===== config.mk =====
export PLATFORM = sky130hd
export DESIGN_NAME = hc161_counter
export DESIGN_NICKNAME = d
export VERILOG_FILES = /design/src/rtl/hc161_counter.sv
export SDC_FILE = /design/constraint.sdc
export NUM_CORES = 1
export LEC_CHECK = 0
export BUFFER_PORTS_ARGS = -buffer_cell sky130_fd_sc_hd__buf_2
export CORE_AREA = 2 2 39 41
export DETAILED_ROUTE_END_ITERATION = 8
export DIE_AREA = 0 0 41 43
export GPL_ROUTABILITY_DRIVEN = 0
export GPL_TIMING_DRIVEN = 0
export PLACE_DENSITY_LB_ADDON = 0.3
export SETUP_SLACK_MARGIN = 0.05
export SYNTH_ARGS = -nofsm -noshare
export SYNTH_HDL_FRONTEND = slang
export SYNTH_SLANG_ARGS = --single-unit

===== constraint.sdc =====
create_clock -name CP -period 1.35 [get_ports CP]
set_clock_uncertainty 0.05 [all_clocks]
set_input_delay 0.27 -clock CP [delete_from_list [all_inputs] [get_ports CP]]
set_output_delay 0.27 -clock CP [all_outputs]
set_load 0.005 [all_outputs]

===== src/rtl/hc161_counter.sv =====
// hc161_counter: synchronous presettable binary counter, 74HC161 equivalent.
// Optional build macro: HC161_MODULO_EN (when defined, count wraps at
// MODULUS-1 instead of all-ones, and TC flags MODULUS-1).
// Pin names follow the 74HC161 data sheet so the part drops into the
// cpu74hc161 datapath unchanged. MRN is active-high despite its name.
module hc161_counter #(
  parameter int WIDTH   = 4,
  parameter int MODULUS = 16
) (
  input  logic             CP,
  input  logic             MRN,
  input  logic             CEP,
  input  logic             CET,
  input  logic             PEN,
  input  logic [WIDTH-1:0] Dn,
  output logic [WIDTH-1:0] Qn,
  output logic             TC
);

  // Reject out-of-range configurations at elaboration time.
  if ((WIDTH < 1) || (WIDTH > 16)) begin : g_width_bad
    $error("hc161_counter: WIDTH must be in 1..16");
  end
  if ((MODULUS < 2) || (MODULUS > (1 << WIDTH))) begin : g_modulus_bad
    $error("hc161_counter: MODULUS must be in 2..2**WIDTH");
  end

  // Terminal value: the state at which TC can assert and, in modulo
  // mode, the state from which an increment returns to zero.
`ifdef HC161_MODULO_EN
  localparam logic [WIDTH-1:0] TERM = WIDTH'(MODULUS - 1);
`else
  localparam logic [WIDTH-1:0] TERM = {WIDTH{1'b1}};
`endif

  logic [WIDTH-1:0] r_q;
  logic [WIDTH-1:0] w_q_next;
  logic             w_at_term;
  logic             w_count_en;

  assign w_at_term  = (r_q == TERM);
  // Both enables must be high to count; PEN=0 (load) overrides counting.
  assign w_count_en = PEN & CEP & CET;

  // Next-state selection in priority order: load, count, hold.
  always_comb begin
    w_q_next = r_q;
    if (!PEN) begin
      w_q_next = Dn;
    end else if (w_count_en) begin
`ifdef HC161_MODULO_EN
      // A loaded value above TERM is not forced back into range; it
      // simply counts up and wraps naturally at 2**WIDTH.
      if (w_at_term) begin
        w_q_next = '0;
      end else begin
        w_q_next = r_q + 1'b1;
      end
`else
      w_q_next = r_q + 1'b1;
`endif
    end
  end

  // State register; reset is asynchronous and dominates any clock edge.
  always_ff @(posedge CP or posedge MRN) begin
    if (MRN) begin
      r_q <= '0;
    end else begin
      r_q <= w_q_next;
    end
  end

  assign Qn = r_q;
  // TC is combinational so a cascaded stage sees it in the same cycle.
  // During reset r_q is zero and TERM is never zero, so TC stays low.
  assign TC = CET & w_at_term;

endmodule


Yosys cells after proc, flatten, opt, wreduce, memory -nomap -nowiden
Index checks and enable logic that the tools add are counted.

operators by class
  $add $sub $neg = 1
  eq/ne operators = 2
  muxes and demuxes = 2
  bitwise gates (word level) = 3

operator list
  cell                   number
  $mux W4                2
  $add A4 B1 Y4 const B  1
  $eq A4 B4 Y1 const B   1
  $and A1 B1 Y1          3
  $ne A2 B1 Y1 const B   1

word-level totals
  register bits after elaboration = 4
  input port bits = 9
  output and inout port bits = 5
  logic and storage cells = 9

Depth between registers and ports, before layout
Gate-level depths: netlist (run 1).

  depth in word-level cells = 4
  mapped depth = 4

Worst setup path before layout (run 1)
Ideal clock, no wire load.

  path kind = register to output
  start = register r_q[0] (netlist: Qn[0])
  end = output port TC
  arrival = 0.833 ns
  data required time = 1.030 ns
  path slack = 0.197 ns
  stages on the path, launching flop included = 3
  buffers on the path = 0
  cell sequence = dfrtp_1 -> ha_1 -> and4_2

between the ends
  cells in the longest elaborated chain, start to end = 2

RTL lines
  item                    line  text
  from (decl)             36    logic [WIDTH-1:0] r_q;
  from (signal assigned)  70    r_q <= w_q_next;
  $eq A4 B4 Y1            41    assign w_at_term = (r_q == TERM);
  $and A1 B1 Y1           77    assign TC = CET & w_at_term;
  to (decl)               17    output logic TC

Every way passes these cells.

Final worst setup path (run 1)
Same ends and word-level chain as after synthesis.

==> Implementation_results.wiki, run 1 <==
{| class="wikitable"
! Metric !! Value
|-
| TritonCTS clock tree || done
|-
| Min setup slack post-route || -0.04457 ns
|-
| Headroom to the max-slew limit || 0.7732
|-
| Syn_nets || 34
|-
| Drt via density || 4.069
|-
| Clock latency of the later-clocked register in the worst-skew pair || 0.24 ns
|-
| Total GRT Usage || 0.07258
|-
| Number of synthesized register bits || 4
|-
| Starting density of the core || 0.1600
|-
| Number of violations of the max-capacitance limit || 0
|-
| Met2 Routed Length || 162 um
|-
| Placeable Area || 1384 sq um
|-
| Worst Hold Path EP || Qn[0]
|-
| CTS H-Tree Depth || 1
|-
| Most used cells in the layout excluding fill and tap cells || 11 x sky130_fd_sc_hd__buf_2, 4 x sky130_fd_sc_hd__dfrtp_1, 4 x sky130_fd_sc_hd__nor2_1, 3 x sky130_fd_sc_hd__a21oi_1, 3 x sky130_fd_sc_hd__clkbuf_4
|-
| Most frequent standard cell in the layout excluding fill and tap cells || sky130_fd_sc_hd__buf_2
|-
| Total overflow reported by the global router || 0
|-
| Biggest area contributors in the synthesized netlist || sky130_fd_sc_hd__dfrtp_1 45%, sky130_fd_sc_hd__xor2_1 7.9%, sky130_fd_sc_hd__a21oi_1 6.8%, sky130_fd_sc_hd__nor2_1 6.8%, sky130_fd_sc_hd__ha_1 5.6%
|-
| Standard cell area after detailed placement || 301.5 sq um
|-
| Total of buffers placed on input and output ports || 12
|-
| Top cell type by total area after synthesis || sky130_fd_sc_hd__dfrtp_1
|-
| Final setup violating endpoints || 1
|-
| Net switching power of the design || 0.1018 mW
|-
| Die boundary width || 41 um
|-
| Residual antenna-violating net count after detailed routing || 0
|-
| Maximum VDD drop || 335.1 uV
|-
| Worst reg2reg startpoint || Qn[0]
|-
| Number of flip-flops under the largest register name || 4
|-
| Final Power || 0.3888 mW
|-
| Worst flop-to-flop path endpoint || Qn[3]
|-
| Static leakage || 0.1716 nW
|-
| Element type at the critical path end || primary output
|-
| Largest net degree at the start of global routing || 9
|-
| Number of global-route vias before repair || 205
|-
| Clock transition at the registers of the reported paths || 0.04 ns
|-
| Cell area power density || 1083 nW/um^2
|-
| Share of async-settable or async-resettable flops after synthesis || 1.000
|-
| Relative contribution of combinational cells to total power || 0.245
|-
| Total I/O pin count || 14
|-
| Arrival time of data at the critical path endpoint || 1.07 ns
|-
| Slack of the worst reg-to-reg path || 0.19 ns
|-
| Number of instances in the synthesized netlist || 24
|-
| Number of rows in the core area || 14
|-
| Warning count from the yosys run || 0
|-
| Proportion of layout cells with a drive suffix above 1 || 0.4762
|-
| Hold/Removal Path Class || in2reg
|-
| Number of remaining DRC errors || 0
|-
| Post-route met1 wirelength || 295 um
|-
| Net Sw Frac || 0.2618
|-
| Combined area of all synthesized cells || 221.5 sq um
|-
| Share of the clock period used by the worst path after layout || 1.033
|-
| Detailed-route wire length per cell || 9.190 um
|-
| Buffers from clock root to sink, at most || 2
|-
| Seq/Total Area, Yosys || 0.4520
|-
| Peak Freq || 717.1 MHz
|-
| Final standard cell area without fillers || 359.1 sq um
|-
| Distinct cell type count after synthesis || 14
|-
| Hold Startpoint || Dn[0]
|-
| Fraction of synthesized cell area taken by the top area cell type || 0.4520
|-
| Number of DRC markers in iteration 0 || 2
|-
| Required time reported for the critical path endpoint || 1.03 ns
|-
| CP startpoint kind || flop
|-
| Minimum clock period after layout || 1.395 ns
|-
| Total wire length after detailed routing || 533 um
|-
| TritonCTS Sinks || 4
|-
| Sequential fraction of design power || 0.376
|-
| Violated checks || negative setup slack
|-
| Relative area change from synthesis to final layout || 62.15%
|-
| Number of nets in the layout || 54
|-
| Count of final max-slew check failures || 0
|-
| Number of detailed-route iterations in the first pass || 3
|-
| Number of enable flip-flop cells after synthesis || 0
|-
| Result of the run || complete, but fails checks
|-
| Clock group share of total power || 0.379
|-
| Number of diodes added for antenna fixing || 0
|-
| Vertical extent of the die || 43 um
|-
| Library cell used as clock root buffer || sky130_fd_sc_hd__clkbuf_4
|-
| Post-Layout Cell Count || 58
|-
| Detail Route met3 WL || 57 um
|-
| Floorplan die area || 1763 sq um
|-
| Cell depth of the worst hold path || 3
|-
| Cell Int Power || 0.2870 mW
|-
| DP Cell Count || 52
|-
| Wire length of the first global-routing pass || 814 um
|-
| Dominant register cell in the synthesized netlist || sky130_fd_sc_hd__dfrtp_1
|-
| Number of hold violations in the final report || 0
|-
| Number of antenna violations at the first check in global routing || 0
|-
| Worst R2R Path Depth || 4
|-
| Worst setup path category || reg2out
|-
| RSZ-0062 raised after global routing || yes
|-
| Post-Synthesis Mean Instance Area || 9.228 sq um
|-
| Top routing layer in use || met4
|-
| Setup WS pre-CTS || 0.06879 ns
|-
| Maximum net fanout on the critical path || 2
|-
| TritonCTS buffer count || 3
|-
| Vias after detailed routing || 236
|-
| Transition time of the tightest slew-check pin || 0.3402 ns
|}
-- area by class of cell --
| cell class | instances | area [sq um] |
|---|---|---|
| plain buffers | 1 | 3.754 |
| flip-flops and latches | 4 | 100.1 |
| fillers | 150 | 1025 |
| well taps | 16 | 20.02 |
| clock buffers | 3 | 22.52 |
| repair buffers | 15 | 91.34 |
| multi-input cells | 18 | 117.6 |
| inverters | 1 | 3.754 |
-- worst max-delay path by stage --
stage          slack (ns)   from  end  depth (start not counted)
4_1_cts             -0.05  Qn[1]   TC                          3
3_3_place_gp         0.07  Qn[0]   TC                          3
3_5_place_dp         0.07  Qn[0]   TC                          3
6_report            -0.04  Qn[0]   TC                          3
2_1_floorplan        0.20  Qn[0]   TC                          2
5_1_grt             -0.09  Qn[1]   TC                          3
-- worst max-delay path, cell delays in order, from the launching register on --
cell,delay (ns)
sky130_fd_sc_hd__dfrtp_1,0.38
sky130_fd_sc_hd__ha_2,0.18
sky130_fd_sc_hd__and4_4,0.17
sky130_fd_sc_hd__buf_6,0.11
-- per-stage QoR --
step | setup TNS [ns] | hold WS, ns | utilization
after floorplan | 0 | -0.01392 | -
after global placement | 0 | 0.1124 | 0.2179
after detailed placement | 0 | 0.1139 | 0.2179
after CTS | -0.04925 | 0.2249 | 0.2595
after global routing | -0.08705 | 0.2418 | 0.2595
final | -0.04457 | 0.2228 | 0.2595
-- timing repair --
action	CTS	global route
hold buffers	1	0
setup buffers	2	0
endpoints found under the hold margin	4	0
endpoints found under the setup margin	1	1
pin swaps	1	0
resized for setup	3	0
-- cell usage after synthesis (2+ instances only) --
library cell	instances
sky130_fd_sc_hd__a21oi_1	3
sky130_fd_sc_hd__dfrtp_1	4
sky130_fd_sc_hd__nand3_1	2
sky130_fd_sc_hd__nor2_1	4
sky130_fd_sc_hd__xor2_1	2
-- power by group through the flow --
| stage | Combinational, mW | Clock [mW] | Sequential, mW |
|---|---|---|---|
| final | 0.0954 | 0.147 | 0.146 |
| after global routing | 0.107 | 0.164 | 0.148 |
| after CTS | 0.0968 | 0.153 | 0.146 |
| after detailed placement | 0.0738 | 0 | 0.152 |
| after global placement | 0.0737 | 0 | 0.151 |
| after floorplan | 0.0384 | 0 | 0.151 |
-- per-layer routing --
layer	GRT usage	vias up
met4	0.06000	0
met2	0.07813	17
met1	0.1042	97
met3	0.03141	3
li1	-	119
met5	0	-
-- kinds of logic after synthesis --
| group | share of synthesized area |
|---|---|
| buffers and inverters | 0.03387 |
| flip-flops | 0.4520 |
| AND/OR/NAND/NOR | 0.2147 |
| adder cells (fa/ha/maj) | 0.05649 |
| XOR/XNOR | 0.07911 |
| AO/OA/AOI/OAI | 0.1186 |
| multiplexers | 0.04520 |
(Power assumes the default switching activity.)
==> inputs of run 2 (changes only) <==
--- a/config.mk
+++ b/config.mk
@@ -10,7 +10,7 @@
 export DETAILED_ROUTE_END_ITERATION = 8
 export DIE_AREA = 0 0 41 43
 export GPL_ROUTABILITY_DRIVEN = 0
-export GPL_TIMING_DRIVEN = 0
+export GPL_TIMING_DRIVEN = 1
 export PLACE_DENSITY_LB_ADDON = 0.3
 export SETUP_SLACK_MARGIN = 0.05
 export SYNTH_ARGS = -nofsm -noshare
==> Implementation_results.wiki, run 2 (synthesized netlist as in run 1, its figures left out) <==
{| class="wikitable"
! Metric !! Value
|-
| Count of final max-slew check failures || 0
|-
| Number of rows in the core area || 14
|-
| Violated checks || negative setup slack
|-
| Proportion of layout cells with a drive suffix above 1 || 0.5000
|-
| Arrival time of data at the critical path endpoint || 1.09 ns
|-
| Final setup violating endpoints || 1
|-
| RSZ-0062 raised after global routing || yes
|-
| Required time reported for the critical path endpoint || 1.03 ns
|-
| Buffers from clock root to sink, at most || 2
|-
| Most used cells in the layout excluding fill and tap cells || 12 x sky130_fd_sc_hd__buf_2, 4 x sky130_fd_sc_hd__dfrtp_1, 4 x sky130_fd_sc_hd__nor2_1, 3 x sky130_fd_sc_hd__a21oi_1, 3 x sky130_fd_sc_hd__clkbuf_4
|-
| Static leakage || 0.1744 nW
|-
| Number of detailed-route iterations in the first pass || 2
|-
| Cell area power density || 1100 nW/um^2
|-
| Detailed-route wire length per cell || 10.59 um
|-
| Result of the run || complete, but fails checks
|-
| Cell Int Power || 0.2880 mW
|-
| Vertical extent of the die || 43 um
|-
| Headroom to the max-slew limit || 0.8994
|-
| Library cell used as clock root buffer || sky130_fd_sc_hd__clkbuf_4
|-
| Net Sw Frac || 0.2737
|-
| Wire length of the first global-routing pass || 910 um
|-
| Cell chain of the critical path || ha_2 > and4_4 > buf_6
|-
| Total wire length after detailed routing || 614 um
|-
| Hold/Removal Path Class || in2reg
|-
| CTS H-Tree Depth || 1
|-
| Delay-heaviest family, CP || flip-flops
|-
| Transition time of the tightest slew-check pin || 0.1466 ns
|-
| Peak Freq || 711.6 MHz
|-
| Minimum clock period after layout || 1.405 ns
|-
| Sequential fraction of design power || 0.370
|-
| CP startpoint kind || flop
|-
| Total of buffers placed on input and output ports || 13
|-
| Die boundary width || 41 um
|-
| Placeable Area || 1384 sq um
|-
| Residual antenna-violating net count after detailed routing || 0
|-
| Worst R2R Path Depth || 4
|-
| Clock latency of the later-clocked register in the worst-skew pair || 0.23 ns
|-
| Worst setup path category || reg2out
|-
| Number of global-route vias before repair || 220
|-
| Clock transition at the registers of the reported paths || 0.04 ns
|-
| Largest net degree at the start of global routing || 9
|-
| Number of violations of the max-capacitance limit || 0
|-
| Most frequent standard cell in the layout excluding fill and tap cells || sky130_fd_sc_hd__buf_2
|-
| Element type at the critical path end || primary output
|-
| Number of nets in the layout || 54
|-
| Cell depth of the worst hold path || 3
|-
| Relative area change from synthesis to final layout || 62.71%
|-
| Number of diodes added for antenna fixing || 0
|-
| Share of the clock period used by the worst path after layout || 1.041
|-
| Number of antenna violations at the first check in global routing || 0
|-
| Starting density of the core || 0.1600
|-
| Number of flip-flops under the largest register name || 4
|-
| Detailed Place HPWL || 447.2 um
|-
| Number of DRC markers in iteration 0 || 3
|-
| TritonCTS Sinks || 4
|-
| TritonCTS clock tree || done
|-
| Critical path depth || 3
|-
| Floorplan die area || 1763 sq um
|-
| TritonCTS buffer count || 3
|-
| Drt via density || 3.897
|-
| Min setup slack post-route || -0.05530 ns
|-
| Total GRT Usage || 0.08266
|-
| Setup WS pre-CTS || 0.1066 ns
|-
| Cell at the slowest stage of the critical path || sky130_fd_sc_hd__dfrtp_1
|-
| Total I/O pin count || 14
|-
| Total overflow reported by the global router || 0
|-
| Relative contribution of combinational cells to total power || 0.247
|-
| Crit path largest cell delay || 0.39 ns
|-
| Total buffers and inverters traversed by the critical path || 1
|-
| Maximum net fanout on the critical path || 2
|-
| Net switching power of the design || 0.1085 mW
|-
| Number of remaining DRC errors || 0
|-
| Final Power || 0.3965 mW
|-
| Vias after detailed routing || 226
|-
| Number of hold violations in the final report || 0
|-
| Maximum VDD drop || 437.1 uV
|-
| Clock group share of total power || 0.383
|}
[run 2: cell types whose count changed in the layout (fill, tap and decap cells not counted)]
cell                       previous run  this run
sky130_fd_sc_hd__buf_2               11        12
sky130_fd_sc_hd__clkbuf_1             1         0
[run 2: final cells by class]
cell class / count / area (sq um)
Inverter: 1 / 3.754
Multi-Input combinational cell: 18 / 117.6
Clock buffer: 3 / 22.52
Fill cell: 155 / 1023
Timing Repair Buffer: 16 / 96.34
Sequential cell: 4 / 100.1
Tap cell: 16 / 20.02
[run 2: worst register-to-register path, stage by stage, from the launching register on]
cell	delay, ns
sky130_fd_sc_hd__dfrtp_1	0.35
sky130_fd_sc_hd__buf_4	0.13
sky130_fd_sc_hd__nand3_1	0.08
sky130_fd_sc_hd__or3_1	0.31
sky130_fd_sc_hd__a31oi_1	0.18
[run 2: power by group through the flow]
stage	clock network, mW	logic [mW]	registers [mW]
after global placement	0	0.0832	0.149
after global routing	0.171	0.111	0.149
final	0.152	0.0980	0.147
after CTS	0.161	0.0994	0.147
after floorplan	0	0.0384	0.151
after detailed placement	0	0.0842	0.149
[run 2: metrics by stage]
stage | TNS [ns] | cells | hold slack (ns) | area [sq um] | utilization
global placement | 0 | 53 | 0.1133 | 310.3 | 0.2242
detailed placement | 0 | 53 | 0.1110 | 310.3 | 0.2242
CTS | -0.07587 | 58 | 0.2177 | 360.3 | 0.2604
global route | -0.1045 | 58 | 0.2328 | 360.3 | 0.2604
floorplan | 0 | 24 | -0.01392 | 221.5 | -
finish | -0.05530 | 58 | 0.2256 | 360.3 | 0.2604
[run 2: path summary, 6_finish.rpt]
| check | endpoint | startpoint | slack [ns] |
|---|---|---|---|
| min in group asynchronous | Qn[1] | MRN | 0.41 |
| worst min register to register | Qn[3] | Qn[3] | 0.55 |
| worst min-delay path | Qn[0] | Dn[0] | 0.23 |
| max in group asynchronous | Qn[3] | MRN | 0.69 |
| worst max-delay path | TC | Qn[1] | -0.06 |
| worst max register to register | Qn[3] | Qn[0] | 0.17 |
[run 2: routing by layer]
layer,share of wire,up-vias,GRT usage,routed length (um)
li1,-,121,-,-
met1,0.48,91,0.1075,295
met2,0.38,14,0.09375,235
met3,0.14,0,0.03665,83
met4,0,0,0.08000,0
met5,0,-,0,0
[run 2: repair_timing]
item,CTS,global route
pin swaps,1,1
endpoints found under the hold margin,4,0
endpoints found under the setup margin,1,1
gates resized for setup,3,0
buffers inserted,1,0
cloned,0,0
hold buffers,1,0
==> inputs of run 3 (changes only) <==
==> constraint.sdc (replaced) <==
create_clock -name CP -period 1.35 [get_ports CP]
set_clock_uncertainty 0.05 [all_clocks]
set_input_delay 0.2025 -clock CP [delete_from_list [all_inputs] [get_ports CP]]
set_output_delay 0.2025 -clock CP [all_outputs]
set_load 0.005 [all_outputs]
==> Implementation_results.wiki, run 3 (synthesized netlist as in run 1, its figures left out) <==
{| class="wikitable"
! Metric !! Value
|-
| Result of the run || completed
|-
| Number of nets in the layout || 55
|-
| Net switching power of the design || 0.1050 mW
|-
| Share of the clock period used by the worst path after layout || 0.9855
|-
| Wire length of the first global-routing pass || 834 um
|-
| Top routing layer in use || met3
|-
| Delay-heaviest family, CP || flip-flops
|-
| Number of rows in the core area || 14
|-
| Number of global-route vias before repair || 208
|-
| Arrival time of data at the critical path endpoint || 1.08 ns
|-
| Library cell used as clock root buffer || sky130_fd_sc_hd__clkbuf_4
|-
| Count of final max-slew check failures || 0
|-
| Final standard cell area without fillers || 367.9 sq um
|-
| Total I/O pin count || 14
|-
| Number of antenna violations at the first check in global routing || 0
|-
| TritonCTS Sinks || 4
|-
| Most frequent standard cell in the layout excluding fill and tap cells || sky130_fd_sc_hd__buf_2
|-
| Cell chain of the critical path || ha_2 > and4_4 > buf_6
|-
| Headroom to the max-slew limit || 0.9114
|-
| Hold/Removal Path Class || in2reg
|-
| Launching element of the worst setup path || Qn[0]
|-
| Final core utilization || 0.2658
|-
| Sequential fraction of design power || 0.369
|-
| Drt via density || 3.949
|-
| Worst setup path category || reg2out
|-
| Number of DRC markers in iteration 0 || 2
|-
| Static leakage || 0.1791 nW
|-
| Largest net degree at the start of global routing || 9
|-
| Number of flip-flops under the largest register name || 4
|-
| Floorplan die area || 1763 sq um
|-
| Transition time of the tightest slew-check pin || 0.1292 ns
|-
| Number of remaining DRC errors || 0
|-
| Maximum net fanout on the critical path || 2
|-
| Placeable Area || 1384 sq um
|-
| DP Cell Count || 52
|-
| CP startpoint kind || flop
|-
| Clock group share of total power || 0.373
|-
| Setup WS pre-CTS || 0.1483 ns
|-
| Total GRT Usage || 0.07351
|-
| Net Sw Frac || 0.2648
|-
| Residual antenna-violating net count after detailed routing || 0
|-
| TritonCTS clock tree || done
|-
| Cell Int Power || 0.2917 mW
|-
| Clock transition at the registers of the reported paths || 0.04 ns
|-
| Final setup violating endpoints || 0
|-
| Min setup slack post-route || 0.01954 ns
|-
| Detailed-route wire length per cell || 9.712 um
|-
| Post-route met1 wirelength || 307 um
|-
| Starting density of the core || 0.1600
|-
| Cell at the slowest stage of the critical path || sky130_fd_sc_hd__dfrtp_1
|-
| Worst reg2reg startpoint || Qn[0]
|-
| Buffers from clock root to sink, at most || 2
|-
| Number of violations of the max-capacitance limit || 0
|-
| Relative contribution of combinational cells to total power || 0.258
|-
| Peak Freq || 751.6 MHz
|-
| Maximum VDD drop || 400.5 uV
|-
| TritonCTS buffer count || 3
|-
| Minimum clock period after layout || 1.330 ns
|-
| Required time reported for the critical path endpoint || 1.10 ns
|-
| Number of diodes added for antenna fixing || 0
|-
| Total buffers and inverters traversed by the critical path || 1
|-
| Standard cell area after detailed placement || 302.8 sq um
|-
| CTS H-Tree Depth || 1
|-
| Number of detailed-route iterations in the first pass || 4
|-
| Clock latency of the later-clocked register in the worst-skew pair || 0.23 ns
|-
| Post-Layout Cell Count || 59
|-
| Total overflow reported by the global router || 0
|-
| Total wire length after detailed routing || 573 um
|-
| Most used cells in the layout excluding fill and tap cells || 12 x sky130_fd_sc_hd__buf_2, 4 x sky130_fd_sc_hd__dfrtp_1, 4 x sky130_fd_sc_hd__nor2_1
|-
| Total of buffers placed on input and output ports || 13
|-
| Element type at the critical path end || primary output
|-
| Vias after detailed routing || 233
|-
| Met2 Routed Length || 193 um
|-
| Vertical extent of the die || 43 um
|-
| Detail Route met3 WL || 73 um
|-
| Relative area change from synthesis to final layout || 66.10%
|-
| RSZ-0062 raised after global routing || yes
|-
| Hold Startpoint || Dn[1]
|-
| Die boundary width || 41 um
|-
| Crit path largest cell delay || 0.38 ns
|-
| Cell area power density || 1078 nW/um^2
|-
| Proportion of layout cells with a drive suffix above 1 || 0.5116
|-
| Number of hold violations in the final report || 0
|}
## run 3: cell types whose count changed in the layout (fill, tap and decap cells not counted)
cell,previous run,this run
sky130_fd_sc_hd__buf_4,2,3
## run 3: worst paths after layout
| path | endpoint | slack, ns | cells after the start |
|---|---|---|---|
| worst max-delay path | TC | 0.02 | 3 |
| worst min-delay path | Qn[1] | 0.16 | 3 |
| worst max register to register | Qn[3] | 0.11 | 5 |
| worst min register to register | Qn[3] | 0.55 | 2 |
| max in group asynchronous | Qn[3] | 0.76 | 3 |
| min in group asynchronous | Qn[1] | 0.34 | 3 |
## run 3: routing by layer
metal | up-vias | track usage
li1 | 123 | -
met1 | 96 | 0.1039
met2 | 14 | 0.07813
met3 | 0 | 0.03665
met4 | 0 | 0.06000
met5 | - | 0
## run 3: power by group through the flow
stage,clock (mW),sequential (mW),combinational [mW]
after floorplan,0,0.151,0.0384
after global placement,0,0.151,0.0757
after detailed placement,0,0.151,0.0747
after CTS,0.158,0.146,0.0981
after global routing,0.167,0.148,0.114
final,0.148,0.146,0.102
## run 3: tightest hold or removal path, delay by kind of cell
family | cells | cell delay, ns
AO/OA/AOI/OAI | 1 | 0.09
buffers and inverters | 1 | 0.07
AND/OR/NAND/NOR | 1 | 0.03
## run 3: cell type report
cell class                 count  area (sq um)
fill                         163          1016
multi-input combinational     18         117.6
timing repair buffer          17         103.9
sequential                     4         100.1
clock buffer                   3         22.52
tap                           16         20.02
inverter                       1         3.754
## run 3: timing repair
item,CTS,global route
pin swaps,1,2
hold buffers,1,0
endpoints found under the hold margin,4,0
resized for setup,3,0
setup endpoints to repair,1,1
setup buffers,2,1
## run 3: through the flow
step	hold slack [ns]	power (mW)	TNS, ns
after detailed placement	0.04202	0.2256	0
after floorplan	-0.08142	0.1889	0
after CTS	0.1502	0.4023	0
after global routing	0.1886	0.4296	-0.01564
after global placement	0.04485	0.2263	0
final	0.1587	0.3967	0
